`src/rtl/boot_load_ctrl_pkg.sv`:
```
// Shared types and defaults for the boot loader.
// BOOT_CHECKSUM_EN adds the GET_CSUM state to the FSM encoding.
package boot_pkg;

`ifdef BOOT_CHECKSUM_EN
  typedef enum logic [2:0] {
    ST_IDLE, ST_GET_LEN, ST_GET_BYTE, ST_GET_CSUM, ST_RUN, ST_ERROR
  } boot_state_t;
`else
  typedef enum logic [2:0] {
    ST_IDLE, ST_GET_LEN, ST_GET_BYTE, ST_RUN, ST_ERROR
  } boot_state_t;
`endif

  typedef enum logic [1:0] {
    ERR_NONE    = 2'd0,
    ERR_LEN     = 2'd1,
    ERR_TIMEOUT = 2'd2,
    ERR_CSUM    = 2'd3
  } boot_err_t;

  localparam logic [7:0] BOOT_SYNC_BYTE = 8'hA5;

endpackage

```
`src/rtl/boot_load_ctrl_if.sv`:
```
// UART byte stream in, program-memory write port out.
interface boot_load_ctrl_if #(
  parameter int DATA_WIDTH = 32,
  parameter int ADDR_WIDTH = 8
);
  logic                  rx_valid;
  logic [7:0]            rx_data;
  logic                  mem_we;
  logic [ADDR_WIDTH-1:0] mem_addr;
  logic [DATA_WIDTH-1:0] mem_wdata;

  modport master (output rx_valid, rx_data, input mem_we, mem_addr, mem_wdata);
  modport slave  (input rx_valid, rx_data, output mem_we, mem_addr, mem_wdata);
endinterface

```
`src/rtl/boot_load_ctrl_timeout_cnt.sv`:
```
// Idle-cycle counter between received bytes; expired once the count
// sits at TIMEOUT_CYCLES-1 while enabled.
module boot_timeout_cnt #(
  parameter int TIMEOUT_CYCLES = 1_000_000
) (
  input  logic clk,
  input  logic arst_n,
  input  logic clear,
  input  logic en,
  output logic expired
);
  localparam int CW = (TIMEOUT_CYCLES > 1) ? $clog2(TIMEOUT_CYCLES) : 1;
  localparam logic [CW-1:0] LAST = CW'(TIMEOUT_CYCLES - 1);

  logic [CW-1:0] cnt;

  always_ff @(posedge clk or negedge arst_n) begin
    if (!arst_n)
      cnt <= '0;
    else if (clear)
      cnt <= '0;
    else if (en && cnt != LAST)
      cnt <= cnt + 1'b1;
  end

  assign expired = en && (cnt == LAST);
endmodule

```
`src/rtl/boot_load_ctrl.sv`:
```
// Boot sequencer: frames sync/length/words from the UART, writes program
// memory and releases CPU reset. Optional checksum byte: BOOT_CHECKSUM_EN.
module boot_load_ctrl
  import boot_pkg::*;
#(
  parameter int         DATA_WIDTH     = 32,
  parameter int         ADDR_WIDTH     = 8,
  parameter int         MAX_WORDS      = 64,
  parameter int         TIMEOUT_CYCLES = 1_000_000,
  parameter logic [7:0] SYNC_BYTE      = BOOT_SYNC_BYTE
) (
  input  logic               clk,
  input  logic               arst_n,
  boot_load_ctrl_if.slave    bus,
  input  logic               reload_req,
  output logic               cpu_rst_n,
  output logic               boot_done,
  output logic               boot_err,
  output logic [1:0]         err_code
);
  boot_state_t             state;
  boot_err_t               err_q;
  logic [7:0]              last_idx;
  logic [7:0]              word_idx;
  logic [1:0]              byte_idx;
  logic [DATA_WIDTH-9:0]   word_q;
  logic                    in_frame;
  logic                    tmo_expired;
`ifdef BOOT_CHECKSUM_EN
  logic [7:0]              csum;
`endif

  assign err_code = err_q;

`ifdef BOOT_CHECKSUM_EN
  assign in_frame = (state == ST_GET_LEN) || (state == ST_GET_BYTE) || (state == ST_GET_CSUM);
`else
  assign in_frame = (state == ST_GET_LEN) || (state == ST_GET_BYTE);
`endif

  // Every frame-state entry coincides with an accepted byte, so clearing
  // on rx_valid also covers the entry condition.
  boot_timeout_cnt #(.TIMEOUT_CYCLES(TIMEOUT_CYCLES)) u_tmo (
    .clk     (clk),
    .arst_n  (arst_n),
    .clear   (bus.rx_valid || !in_frame),
    .en      (in_frame),
    .expired (tmo_expired)
  );

  always_ff @(posedge clk or negedge arst_n) begin
    if (!arst_n) begin
      state         <= ST_IDLE;
      err_q         <= ERR_NONE;
      last_idx      <= '0;
      word_idx      <= '0;
      byte_idx      <= '0;
      word_q        <= '0;
      bus.mem_we    <= 1'b0;
      bus.mem_addr  <= '0;
      bus.mem_wdata <= '0;
      cpu_rst_n     <= 1'b0;
      boot_done     <= 1'b0;
      boot_err      <= 1'b0;
`ifdef BOOT_CHECKSUM_EN
      csum          <= '0;
`endif
    end else begin
      bus.mem_we <= 1'b0;
      if (reload_req) begin
        state     <= ST_IDLE;
        err_q     <= ERR_NONE;
        word_idx  <= '0;
        byte_idx  <= '0;
        cpu_rst_n <= 1'b0;
        boot_done <= 1'b0;
        boot_err  <= 1'b0;
      end else begin
        case (state)
          ST_IDLE: begin
            if (bus.rx_valid && bus.rx_data == SYNC_BYTE)
              state <= ST_GET_LEN;
          end
          ST_GET_LEN: begin
            if (bus.rx_valid) begin
              if (bus.rx_data == 8'd0 || 32'(bus.rx_data) > MAX_WORDS) begin
                state    <= ST_ERROR;
                err_q    <= ERR_LEN;
                boot_err <= 1'b1;
              end else begin
                state    <= ST_GET_BYTE;
                last_idx <= bus.rx_data - 8'd1;
                word_idx <= '0;
                byte_idx <= '0;
`ifdef BOOT_CHECKSUM_EN
                csum     <= '0;
`endif
              end
            end else if (tmo_expired) begin
              state    <= ST_ERROR;
              err_q    <= ERR_TIMEOUT;
              boot_err <= 1'b1;
            end
          end
          ST_GET_BYTE: begin
            if (bus.rx_valid) begin
              word_q <= {word_q[DATA_WIDTH-17:0], bus.rx_data};
`ifdef BOOT_CHECKSUM_EN
              csum   <= csum ^ bus.rx_data;
`endif
              if (byte_idx == 2'd3) begin
                // Write is issued straight from the byte-accept cycle.
                bus.mem_we    <= 1'b1;
                bus.mem_addr  <= ADDR_WIDTH'(word_idx);
                bus.mem_wdata <= {word_q, bus.rx_data};
                byte_idx      <= '0;
                if (word_idx == last_idx)
`ifdef BOOT_CHECKSUM_EN
                  state <= ST_GET_CSUM;
`else
                  state <= ST_RUN;
`endif
                else
                  word_idx <= word_idx + 8'd1;
              end else begin
                byte_idx <= byte_idx + 2'd1;
              end
            end else if (tmo_expired) begin
              state    <= ST_ERROR;
              err_q    <= ERR_TIMEOUT;
              boot_err <= 1'b1;
            end
          end
`ifdef BOOT_CHECKSUM_EN
          ST_GET_CSUM: begin
            if (bus.rx_valid) begin
              if (bus.rx_data == csum) begin
                state <= ST_RUN;
              end else begin
                state    <= ST_ERROR;
                err_q    <= ERR_CSUM;
                boot_err <= 1'b1;
              end
            end else if (tmo_expired) begin
              state    <= ST_ERROR;
              err_q    <= ERR_TIMEOUT;
              boot_err <= 1'b1;
            end
          end
`endif
          ST_RUN: begin
            cpu_rst_n <= 1'b1;
            boot_done <= 1'b1;
          end
          ST_ERROR: begin
            cpu_rst_n <= 1'b0;
            boot_err  <= 1'b1;
          end
          default: state <= ST_IDLE;
        endcase
      end
    end
  end
endmodule
```
`src/flat_wrapper.sv`:
```
// flat-port wrapper written by rule: the top's interface ports become plain ports
module boot_load_ctrl_flat import boot_pkg::*;
#(
  parameter int         DATA_WIDTH     = 32,
  parameter int         ADDR_WIDTH     = 8,
  parameter int         MAX_WORDS      = 64,
  parameter int         TIMEOUT_CYCLES = 1_000_000,
  parameter logic [7:0] SYNC_BYTE      = BOOT_SYNC_BYTE
)
  (clk, arst_n, reload_req, cpu_rst_n, boot_done, boot_err, err_code, bus_rx_valid, bus_rx_data, bus_mem_we, bus_mem_addr, bus_mem_wdata);
  boot_load_ctrl_if #(.DATA_WIDTH(DATA_WIDTH), .ADDR_WIDTH(ADDR_WIDTH)) bus_i ();
  input  logic clk;
  input  logic arst_n;
  input  logic reload_req;
  output logic cpu_rst_n;
  output logic boot_done;
  output logic boot_err;
  output logic [1:0] err_code;
  input wire logic [$bits(bus_i.rx_valid)-1:0] bus_rx_valid;
  input wire logic [$bits(bus_i.rx_data)-1:0] bus_rx_data;
  output wire logic [$bits(bus_i.mem_we)-1:0] bus_mem_we;
  output wire logic [$bits(bus_i.mem_addr)-1:0] bus_mem_addr;
  output wire logic [$bits(bus_i.mem_wdata)-1:0] bus_mem_wdata;
  assign bus_i.rx_valid = bus_rx_valid;
  assign bus_i.rx_data = bus_rx_data;
  assign bus_mem_we = bus_i.mem_we;
  assign bus_mem_addr = bus_i.mem_addr;
  assign bus_mem_wdata = bus_i.mem_wdata;
  boot_load_ctrl #(.DATA_WIDTH(DATA_WIDTH), .ADDR_WIDTH(ADDR_WIDTH), .MAX_WORDS(MAX_WORDS), .TIMEOUT_CYCLES(TIMEOUT_CYCLES), .SYNC_BYTE(SYNC_BYTE)) u_core (.clk(clk), .arst_n(arst_n), .bus(bus_i), .reload_req(reload_req), .cpu_rst_n(cpu_rst_n), .boot_done(boot_done), .boot_err(boot_err), .err_code(err_code));
endmodule
```
`config.mk`:
```
export PLATFORM = sky130hd
export DESIGN_NAME = boot_load_ctrl_flat
export DESIGN_NICKNAME = d
export VERILOG_FILES = /design/src/rtl/boot_load_ctrl_pkg.sv /design/src/rtl/boot_load_ctrl_if.sv /design/src/rtl/boot_load_ctrl_timeout_cnt.sv /design/src/rtl/boot_load_ctrl.sv /design/src/flat_wrapper.sv
export SDC_FILE = /design/constraint.sdc
export NUM_CORES = 1
export LEC_CHECK = 0
export CAP_MARGIN = 20
export CORE_MARGIN = 2
export CORE_UTILIZATION = 55
export DETAILED_ROUTE_END_ITERATION = 6
export GPL_TIMING_DRIVEN = 0
export PLACE_DENSITY = 0.78
export SYNTH_ARGS = -nofsm -noshare
export SYNTH_HDL_FRONTEND = slang
export SYNTH_HIERARCHICAL = 1
export SYNTH_SLANG_ARGS = --single-unit
```
`constraint.sdc`:
```
create_clock -name clk -period 3.4 [get_ports clk]
set_input_delay 0.34 -clock clk [delete_from_list [all_inputs] [get_ports clk]]
set_output_delay 0.34 -clock clk [all_outputs]
set_load 0.005 [all_outputs]
```
; After elaboration in Yosys (flattened, before gate mapping)
; Cells that the tools add are included.
; W data, S select, Z words.
[classes]
n_bitwise = 2
n_eq_ne = 20
n_lt_le_gt_ge = 1
n_reduce_logical = 23
add_sub_neg = 4
mux = 44
[ops]
columns = op, n
row1 = $mux W8, 6
row2 = $mux W20, 2
row3 = $mux W3, 8
row4 = $add A20 B1 Y20 const B, 1
row5 = $eq A20 B20 Y1 const B, 1
row6 = $mux W2, 10
row7 = $ne A20 B20 Y1 const B, 1
row8 = $ne A3 B3 Y1 const B, 6
row9 = $pmux W8 S2, 1
row10 = $reduce_and A4 Y1, 4
row11 = $mux W1, 12
row12 = $ne A4 B4 Y1 const B, 3
row13 = $pmux W3 S4, 1
row14 = $reduce_and A3 Y1, 3
row15 = $add A8 B1 Y8 const B, 1
row16 = $eq A8 B8 Y1, 1
row17 = $eq A8 B8 Y1 const B, 1
row18 = $gt A8 B7 Y1 const B, 1
row19 = $logic_not A8 Y1, 1
row20 = $pmux W2 S2, 2
row21 = $sub A8 B1 Y8 const B, 1
row22 = $eq A3 B2 Y1 const B, 2
row23 = $reduce_and A6 Y1, 1
row24 = $reduce_bool A3 Y1, 2
row25 = 16 further kinds, 22
[word_totals]
wordCells = 107
out_inout_bits = 46
register_bits = 111
inputBits = 12

; Longest topological paths before layout
[logic_depth]
ltp_word = 7
mapped_depth = 11

; Cells and area by module
; The synthesis kept the hierarchy.
[by_module_without_submodules]
columns = mod, instances, cells_each, seq_area_each_um2, area_each_um2
row1 = boot_load_ctrl, 1, 321, 2277.2, 4097.7
row2 = boot_timeout_cnt, 1, 115, 500.5, 1143.6

; Worst setup path before layout
; No wires, ideal clock.
[synth_timing]
kind = register to register
from = reg u_core.u_tmo.cnt[12]
to = reg u_core.state[1]
slack_ps = 934
t_arrival_ps = 2341
required_time_ps = 3275
stages_incl_launch_ff = 9
synth_period_minus_slack_ps = 2466
path_cell_list = dfrtp_1 > or4_4 > or4_4 > nor3_1 > nand2b_1 > nand2b_1 > o41ai_1 > and3_1 > mux2_2
[synth_between]
elab_chain_cells = 6
elab_cells_between_ends = 7
[synth_lines]
columns = item, line_no
row1 = from (decl), boot_load_ctrl_timeout_cnt.sv:15  ; logic [CW-1:0] cnt;
row2 = from (signal assigned), boot_load_ctrl_timeout_cnt.sv:23  ; cnt <= cnt + 1'b1;
row3 = $eq A20 B20 Y1 *, boot_load_ctrl_timeout_cnt.sv:26  ; assign expired = en && (cnt == LAST);
row4 = $logic_and A1 B1 Y1 *, boot_load_ctrl_timeout_cnt.sv:26
row5 = named net u_core.tmo_expired, boot_load_ctrl.sv:28  ; logic tmo_expired;
row6 = $mux W3 *, --
row7 = $mux W3 (on tied branches), --
row8 = $pmux W3 S4 *, --
row9 = $mux W3 *, --
row10 = to (signal assigned), boot_load_ctrl.sv:53  ; state <= ST_IDLE;
row11 = to (signal assigned), boot_load_ctrl.sv:71  ; state <= ST_IDLE;
row12 = to (signal assigned), boot_load_ctrl.sv:82  ; state <= ST_GET_LEN;
row13 = to (decl), boot_load_ctrl.sv:21  ; boot_state_t state;
; The timed path passes the listed nets; every way through them passes the cells marked *.
; A chain may end at the register's enable or synchronous reset.

; Final worst setup path
[layout_timing]
from = reg u_core.state[0]
to = reg u_core.state[1]
[layout_between]
elab_chain_cells = 7
elab_cells_between_ends = 18
[layout_lines]
columns = item, line_no
row1 = $eq A3 B1 Y1 or $eq A3 B2 Y1 (tied branches), boot_load_ctrl.sv:38  ; assign in_frame = (state == ST_GET_LEN) || (state == ST_GET_BYTE);
row2 = $logic_or A1 B1 Y1 *, boot_load_ctrl.sv:38
row3 = named net u_core.in_frame, boot_load_ctrl.sv:27  ; logic in_frame;
row4 = $logic_and A1 B1 Y1 *, boot_load_ctrl_timeout_cnt.sv:26
row5 = named net u_core.tmo_expired, boot_load_ctrl.sv:28
row6 = $mux W3 *, --
row7 = $mux W3 (on tied branches), --
row8 = $pmux W3 S4 *, boot_load_ctrl.sv:79  ; case (state)
row9 = $mux W3 *, boot_load_ctrl.sv:70  ; if (reload_req) begin
; Marks and branches as above.

==> key figures <==
Finish
  – Layout cells sized above 1: 22.4%
  – FF+latch area: approximately 2800 um^2
  – Multi-input logic area: 2330 um^2
  – Most common cell after layout, fill and taps aside: dfrtp_1
  – Final instance area: 6210 um^2
  – Most frequent cells in the layout: dfrtp_1 (111), mux2_2 (66), clkdlybuf4s50_1 (54), nor2_1 (28), nand2_1 (28)
  – Ant diodes: 0
  – Utilization after layout: 67.2%
  – Fill count: 706
  – Finished Layout Cells: roughly 640
  – Layout Nets: ~520
  – Synth-to-layout area growth: 18.4%

Worst setup path
  – Worst-path cell chain: clkbuf_1 > nand2b_1 > a21oi_1 > buf_4 > inv_1 > nor3_1 > nand2b_1 > nand2b_1 > o41ai_1 > and3_1 > mux2_2
  – CP arrival: 3.13 ns
  – Worst path bufs/invs: 3
  – Setup Crit Path Kind: reg2reg
  – CP Launch Type: flip-flop
  – Most Frequent Cell on Critical Path: nand2b_1
  – Flop-to-flop setup slack: 0.53 ns
  – CP delay by family, top: simple AND/OR/NAND/NOR gates
  – Slowest stage cell on the critical path: nor3_1
  – Required @ worst endpoint: 3.66 ns
  – Endpoint class of the critical path: flip-flop
  – Max incr delay on CP: around 0.48 ns
  – Worst Path Max Fanout: 10

Clock tree
  – Clk sinks: 111
  – CTS Buf Count: 9
  – Root buf cell: clkbuf_8
  – Worst-Skew Late Latency: 0.37 ns
  – Clk buf depth: 2
  – CTS tree: yes
  – H-tree depth: 3
  – CTS resizes: 0
  – Reg clk slew, reported paths: ~0.11 ns

Placed design
  – Placer Congestion: 0.852
  – Placed cells: 621
  – Placed inst area: between 5000 and 6000 um^2
  – IO buf count: 55
  – DP HPWL: 7440 um
  – Pre-CTS setup slack: approximately 0.55 ns

Die
  – Die Span Y: 102 um
  – Row count: 35
  – Die area: 10,300 um^2
  – Core Area: ~9000 um^2
  – Starting Density: 56.7%
  – IO Pins: 58
  – Die width: 102 um

Synth
  – Synth unique cells: 67
  – Post-synthesis sequential area ratio: ~53%
  – Ys flop type: dfrtp_1
  – Post-synth ARST share: 100%
  – Share of the synthesized area in the top cell type: a little over half
  – Post-synth EDFFs: 0
  – Mapped Area: 5240 um^2
  – Synth top area cells: dfrtp_1 (53%), mux2_2 (14%), xnor2_1 (3.2%)
  – Post-Syn Nets: approximately 450
  – Synth Area per Inst: 12.0 um^2
  – #FFs+latches synth: roughly 110
  – Post-synthesis cell count: 436
  – Yosys top cell by area: dfrtp_1
  – Syn. warnings: 6

Run
  – Number of max-cap violations: 0

STA
  – Worst Skew: between 0.015 and 0.02 ns
  – Setup violations, final: 0
  – Worst-Margin Slew: 0.661 ns
  – Period minus WS final: around 2.9 ns
  – Fmax: 349 MHz
  – Slew headroom: 55.6%
  – Final Hold Viols: 0
  – RSZ-0062 raised after global routing: no
  – Setup ws final: about 0.53 ns
  – Slew Viols, Final: 0
  – Period utilization: between 80% and 90%

Min path
  – Hold crit path type: in2reg

Power
  – Leak Pwr: 0.00283 uW
  – Pwr Density: 446 nW/um^2
  – Worst-case vdd ir drop: 0.243 mV
  – Total power: 2770 uW

Global routing
  – GRT Total Usage: between 20% and 30%
  – Total congestion overflow: 0
  – First-pass GRT wire length: between 15,000 and 20,000 um
  – Largest net degree at the start of global routing: 74
  – Initial antenna violation count: 0
  – Vias in the first global route: approximately 3,600

Detailed routing
  – DRC violations left: 0
  – 1st-pass router iterations: 4
  – Routed vias/inst: between 5 and 6
  – 1st-iter DRT viols: approximately 200
  – Average routed wire per standard cell: approximately 16 um
  – Vias: between 3,000 and 4,000
  – Antenna-violating nets left: 0
  – WL final: 10,500 um

Outcome
  – Status: completed
==> Yosys cell counts, types with 4 or more instances <==
cell type / n
and3_1: 7
clkbuf_1: 12
xor2_1: 5
nor2_1: 28
nand2_1: 28
nor2b_1: 7
inv_1: 7
nand2b_1: 7
o21ai_0: 11
ha_1: 5
a31oi_1: 4
buf_2: 6
nor3_1: 10
mux2_2: 66
dfrtp_1: 111
a21oi_1: 16
nand4_1: 8
nand3_1: 9
xnor2_1: 19
==> registers in the layout (all words and copies together), names as in the netlist <==
signal	count
u_core/state	3
u_core/err_code	2
u_core/u_tmo/cnt	20
u_core/byte_idx	2
u_core/cpu_rst_n	1
u_core/word_q	24
u_core/boot_done	1
u_core/bus.mem_wdata	32
u_core/last_idx	8
u_core/bus.mem_addr	8
u_core/word_idx	8
u_core/boot_err	1
u_core/bus.mem_we	1
==> stage by stage <==
step	TNS [ns]	hold slack, ns
global route	0	0.409
detailed placement	0	0.353
global placement	-234.42	0.483
CTS	0	0.360
floorplan	0	0.0444
finish	0	0.369
==> repair_timing <==
item                                    CTS  global route
hold buffers                              1             0
endpoints found under the setup margin    0             0
setup buffers                             0             0
hold endpoints to repair                 38             0
==> final cells by class <==
class	instances	share of cell area, %
flip-flops and latches	111	44.7
repair buffers	57	9.43
clock buffers	10	2.22
multi-input cells	296	37.6
plain buffers	22	1.71
clock inverters	6	1.31
inverters	7	0.423
well taps	129	2.60
==> kinds of logic after synthesis <==
kind of cell,after synthesis,share of synthesized area [%]
simple gates,136,15.4
fa+ha+maj,5,1.19
buf+inv,29,2.53
flops,111,53.0
compound gates,62,9.10
mux,69,14.8
xor+xnor,24,4.01
==> power breakdown <==
group / internal (uW) / switching, uW / total, uW
registers: 1410 / 72.7 / 1490
logic: 187 / 247 / 434
clock network: 382 / 466 / 848
total: 1980 / 785 / 2770
==> path summary, 6_finish.rpt <==
kind | to | cells past startpoint | from
setup / recovery | u_core/state[1] | 11 | u_core/state[0]
hold / removal | u_core/boot_done | 2 | reload_req
min in group asynchronous | u_core/bus.mem_wdata[28] | 2 | arst_n
max in group asynchronous | u_core/word_idx[3] | 3 | arst_n
hold reg to reg | u_core/bus.mem_wdata[26] | 1 | u_core/word_q[18]
setup reg to reg | u_core/state[1] | 11 | u_core/state[0]
==> layer usage <==
layer	part of all wire (%)	wire length, um	GRT usage, %	up-vias
met5	0	0	0	-
met3	3.9	408	3.31	13
li1	-	-	-	1705
met4	1.6	170	7.38	0
met1	49	5100	32.7	1852
met2	46	4800	33.4	88
(Power assumes the default switching activity.)
==> variant 1: new RTL, same flow settings <==
Add an input register stage for `reload_req`, without a reset; this delays it by one clock. The other inputs are not delayed to match.
--- a/src/rtl/boot_load_ctrl.sv
+++ b/src/rtl/boot_load_ctrl.sv
@@ -18,6 +18,13 @@
   output logic               boot_err,
   output logic [1:0]         err_code
 );
+
+  logic reload_req_q;
+
+  always_ff @(posedge clk) begin
+    reload_req_q <= reload_req;
+  end
+
   boot_state_t             state;
   boot_err_t               err_q;
   logic [7:0]              last_idx;
@@ -67,7 +74,7 @@
 `endif
     end else begin
       bus.mem_we <= 1'b0;
-      if (reload_req) begin
+      if (reload_req_q) begin
         state     <= ST_IDLE;
         err_q     <= ERR_NONE;
         word_idx  <= '0;
Behaviour: not the same (Yosys sat finds a counterexample within 4 cycles, from zero or initial values and one cycle with arst_n low).
==> variant 1 against the unedited design <==
  * The run now ends with hold timing left
  * Global-route usage is 0.34 points higher
  * Wire length is 0.26% higher
  * Synthesized area is 0.38% higher
  * Sequential cell count is 1 higher
  * Worst setup slack better by 49 ps
  * Clock skew is 3.2 ps higher
  * Power is 1.5% lower
  * Cell area is 0.14% higher
  * Die area is 0.37% higher
  * Critical path type unchanged
  * Critical endpoint unchanged
  * Largest power group unchanged
==> variant 1: results (changes against the unedited design) <==
[run_status]
status = finished with violations
violations = hold timing

[place]
io_buffers = 56  ; +1.8%
postPlaceCellArea_um2 = 6010  ; +0.50%
dpl.hpwl_mm = 7.57  ; +1.8%
dp_cells = 623  ; +0.32%
gp_congestion = 0.911  ; +6.9%

[logic_synthesis]
syn_inst = 437  ; +0.23%
synth_seq_area_share_pct = 53.2  ; +0.18 points
synthAdderAreaFrac_pct = 1.19  ; -0.0045 points
synth_compound_area_share_pct = 9.06  ; -0.035 points
synth.area.mux_share_pct = 14.7  ; -0.056 points
synthFlopType = dfrtp_1
synth_nets = 454  ; +0.22%
async_flop_share_pct = 99.1  ; -0.89 points
yosys.cell_types.count = 68  ; +1.5%
synth_xor_area_share_pct = 4.00  ; -0.015 points

[global_route]
grt_start_max_net_pins = 58  ; -22%
use_met1_pct = 32.6  ; about the same
met2_usage_pct = 34.7  ; +1.4 points
grt.total_usage_pct = 22.3  ; +0.34 points
grt_pass1_wl_mm = 18.0  ; +2.1%

[detailed_routing]
dr_wl_met3_um = 445  ; +9.1%
first_pass_iters = 5  ; +1
drt_iter0_markers = 291  ; +43%
route.met2.wl_mm = 5.00  ; +4.2%
routed_wl_mm = 10.5  ; +0.26%
m1WireLength_mm = 4.95  ; -3.0%

[sta]
finalClockSkew_ps = 22.4  ; +3.23 ps
hold_viol_final = 5  ; +5
max_slew_margin_pct = 53.5  ; -2.1 points
hold_ws_ps = -7.07  ; -376 ps

[final_layout]
fin_nets = 522  ; +0.19%

[pwr]
p_leak_uw = 0.00283  ; about the same
peakVddDrop_uv = 252  ; +3.7%

[worst_setup_path]
cp.arrival_ps = 3090  ; -40 ps
cp_slowest_cell = or4_4
crit_path_max_fanout = 7  ; -3

[clocking]
post-cts-setup-buffers = 0  ; unchanged

[worst_hold_path]
hold_path_class = in -> async

-- variant 1: worst paths after layout --
path / slack, ps / cells after the start / from / endpoint
hold reg to reg: 510 / 1 / u_core/word_q[23]$_DFFE_PN0P_ / u_core/bus.mem_wdata[31]$_DFFE_PN0P_
hold / removal: -7 / 1 / arst_n / u_core/word_q[19]$_DFFE_PN0P_
setup reg to reg: 580 / 8 / u_core/u_tmo/cnt[10]$_DFFE_PN0P_ / u_core/state[1]$_DFFE_PN0P_
setup / recovery: 580 / 8 / u_core/u_tmo/cnt[10]$_DFFE_PN0P_ / u_core/state[1]$_DFFE_PN0P_
min in group clk: 400 / 1 / reload_req / u_core/reload_req_q$_DFF_P_
max in group asynchronous: 2680 / 2 / arst_n / u_core/bus.mem_addr[3]$_DFFE_PN0P_
-- variant 1: area by class of cell --
cell class / instances / area, um^2
plain buffers: 22 / 106
clock buffers: 10 / 138
clock inverters: 6 / 70.1
fillers: 732 / 3020
inverters: 7 / 26.3
multi-input cells: 296 / 2330
flip-flops and latches: 112 / 2800
well taps: 129 / 161
repair buffers: 57 / 586
-- variant 1: through the flow --
stage / TNS (ps) / utilization [%] / setup WS [ps]
global route: 0 / 67.3 / 333
CTS: 0 / 67.3 / 610
global placement: -237020 / 64.8 / -2140
detailed placement: 0 / 65.0 / 575
finish: 0 / 67.3 / 581
floorplan: 0 / - / 934
-- variant 1: power breakdown --
part / switching [uW] / internal [uW]
Combinational: 245 / 186
Sequential: 71.8 / 1420
Clock: 488 / 311
-- variant 1: cell families after synthesis --
family	Yosys count
and+or+nand+nor	136
DFF	112
muxes	69
AOI/OAI and AO/OA	62
buffers and inverters	29
xor gates and xnor gates	24
adders and majority gates	5
==> variant 2: new RTL, config.mk and constraints unchanged <==
Without the edit above. `DATA_WIDTH` is set to 32 in 3 places; all go to 40.
--- a/src/rtl/boot_load_ctrl_if.sv
+++ b/src/rtl/boot_load_ctrl_if.sv
@@ -1,6 +1,6 @@
 // UART byte stream in, program-memory write port out.
 interface boot_load_ctrl_if #(
-  parameter int DATA_WIDTH = 32,
+  parameter int DATA_WIDTH = 40,
   parameter int ADDR_WIDTH = 8
 );
   logic                  rx_valid;
--- a/src/rtl/boot_load_ctrl.sv
+++ b/src/rtl/boot_load_ctrl.sv
@@ -3,7 +3,7 @@
 module boot_load_ctrl
   import boot_pkg::*;
 #(
-  parameter int         DATA_WIDTH     = 32,
+  parameter int         DATA_WIDTH     = 40,
   parameter int         ADDR_WIDTH     = 8,
   parameter int         MAX_WORDS      = 64,
   parameter int         TIMEOUT_CYCLES = 1_000_000,
--- a/src/flat_wrapper.sv
+++ b/src/flat_wrapper.sv
@@ -1,7 +1,7 @@
 // flat-port wrapper written by rule: the top's interface ports become plain ports
 module boot_load_ctrl_flat import boot_pkg::*;
 #(
-  parameter int         DATA_WIDTH     = 32,
+  parameter int         DATA_WIDTH     = 40,
   parameter int         ADDR_WIDTH     = 8,
   parameter int         MAX_WORDS      = 64,
   parameter int         TIMEOUT_CYCLES = 1_000_000,
Interface: changed (resized bus_mem_wdata); port bits go from 58 to 66. No check against the original RTL was run, so the function may have changed too.
==> variant 2 against the unedited design <==
  * Sequential cell count rose by 16
  * Combinational power grew 36%
  * Worst setup slack got worse by 200 ps
  * Wire length up 25%
  * Power grew 46%
  * Cell area grew 16%
  * Critical endpoint unchanged
  * Synthesized area rose by 10%
  * Critical path type unchanged
  * Global-route usage increased by 2.4 points
  * First-iteration DRC count up 25%
==> variant 2: results (changes against the unedited design) <==
[pwr]
swShare_pct = 28.6  ; +0.19 points
p_per_area_nw_per_um2 = 563  ; +26%
p_leak_uw = 0.00323  ; +14%
powerComb_uw = 591  ; +36%

[logic_synthesis]
synth_nets = 493  ; +8.8%
synth-seq-cells = 127  ; +14%
synth_seq_area_share_pct = 54.9  ; +1.9 points
syn_inst = 476  ; +9.2%

[place]
postPlaceCellArea_um2 = 6630  ; +11%
dpl.hpwl_mm = 8.70  ; +17%
io_buffers = 64  ; +16%
pre_cts_slack_ps = 371  ; -175 ps

[worst_setup_path]
r2r_slack_ps = 330  ; -200 ps
crit_path_max_incr_delay_ps = 460  ; -20 ps
crit_path_start = u_core/state[1]$_DFFE_PN0P_

[clocking]
clkTransAtPathRegs_ps = 60  ; -50 ps
clkLatencyLatePin_ps = 520  ; +150 ps
numCtsBuffers = 17  ; +8
htree_levels = 4  ; +1

[detailed_routing]
m1WireLength_mm = 5.64  ; +11%
vias = 4123  ; +13%
route.met2.wl_mm = 6.72  ; +40%
wire_per_inst_um = 18.4  ; +12%
drt_iter0_markers = 253  ; +25%

[final_layout]
clkbuf_count = 18  ; +8
drive_gt1_share_pct = 23.5  ; +1.1 points
fin_nets = 578  ; +11%
multi_input_gates = 317  ; +7.1%
inv_count = 13  ; +6

[floorplan]
die_w_um = 107  ; +4.9%

[run_status]
status = finished clean

[worst_hold_path]
hold_path_class = in -> async

[global_route]
grt_pass1_vias = 4243  ; +18%
grt_pass1_wl_mm = 21.6  ; +22%
use_met1_pct = 32.6  ; -0.091 points

[sta]
hold_ws_ps = 315  ; -53.3 ps
finalClockSkew_ps = 6.09  ; -13.1 ps
min_period_ps = 3070  ; +202 ps

variant 2: changes by cell type in the layout (fill, tap and decap cells not counted), sizes merged, moves of 4 or more:
| cell | unedited run | this run |
|---|---|---|
| dfrtp | 111 | 127 |
| mux2 | 66 | 78 |
| clkdlybuf4s50 | 54 | 63 |
| o21ai | 13 | 22 |
| and3 | 8 | 1 |
| clkinv | 0 | 7 |
| o211ai | 1 | 7 |
| clkbuf | 22 | 27 |
| inv | 12 | 17 |
| or4b | 0 | 4 |
variant 2: logic make-up after synthesis:
logic type / after synthesis / synth area share [%]
DFF: 127 / 54.9
muxes: 80 / 15.5
buffers and inverters: 32 / 2.40
adders and majority gates: 5 / 1.08
AOI/OAI and AO/OA: 73 / 9.14
and+or+nand+nor: 135 / 13.3
xor gates and xnor gates: 24 / 3.63
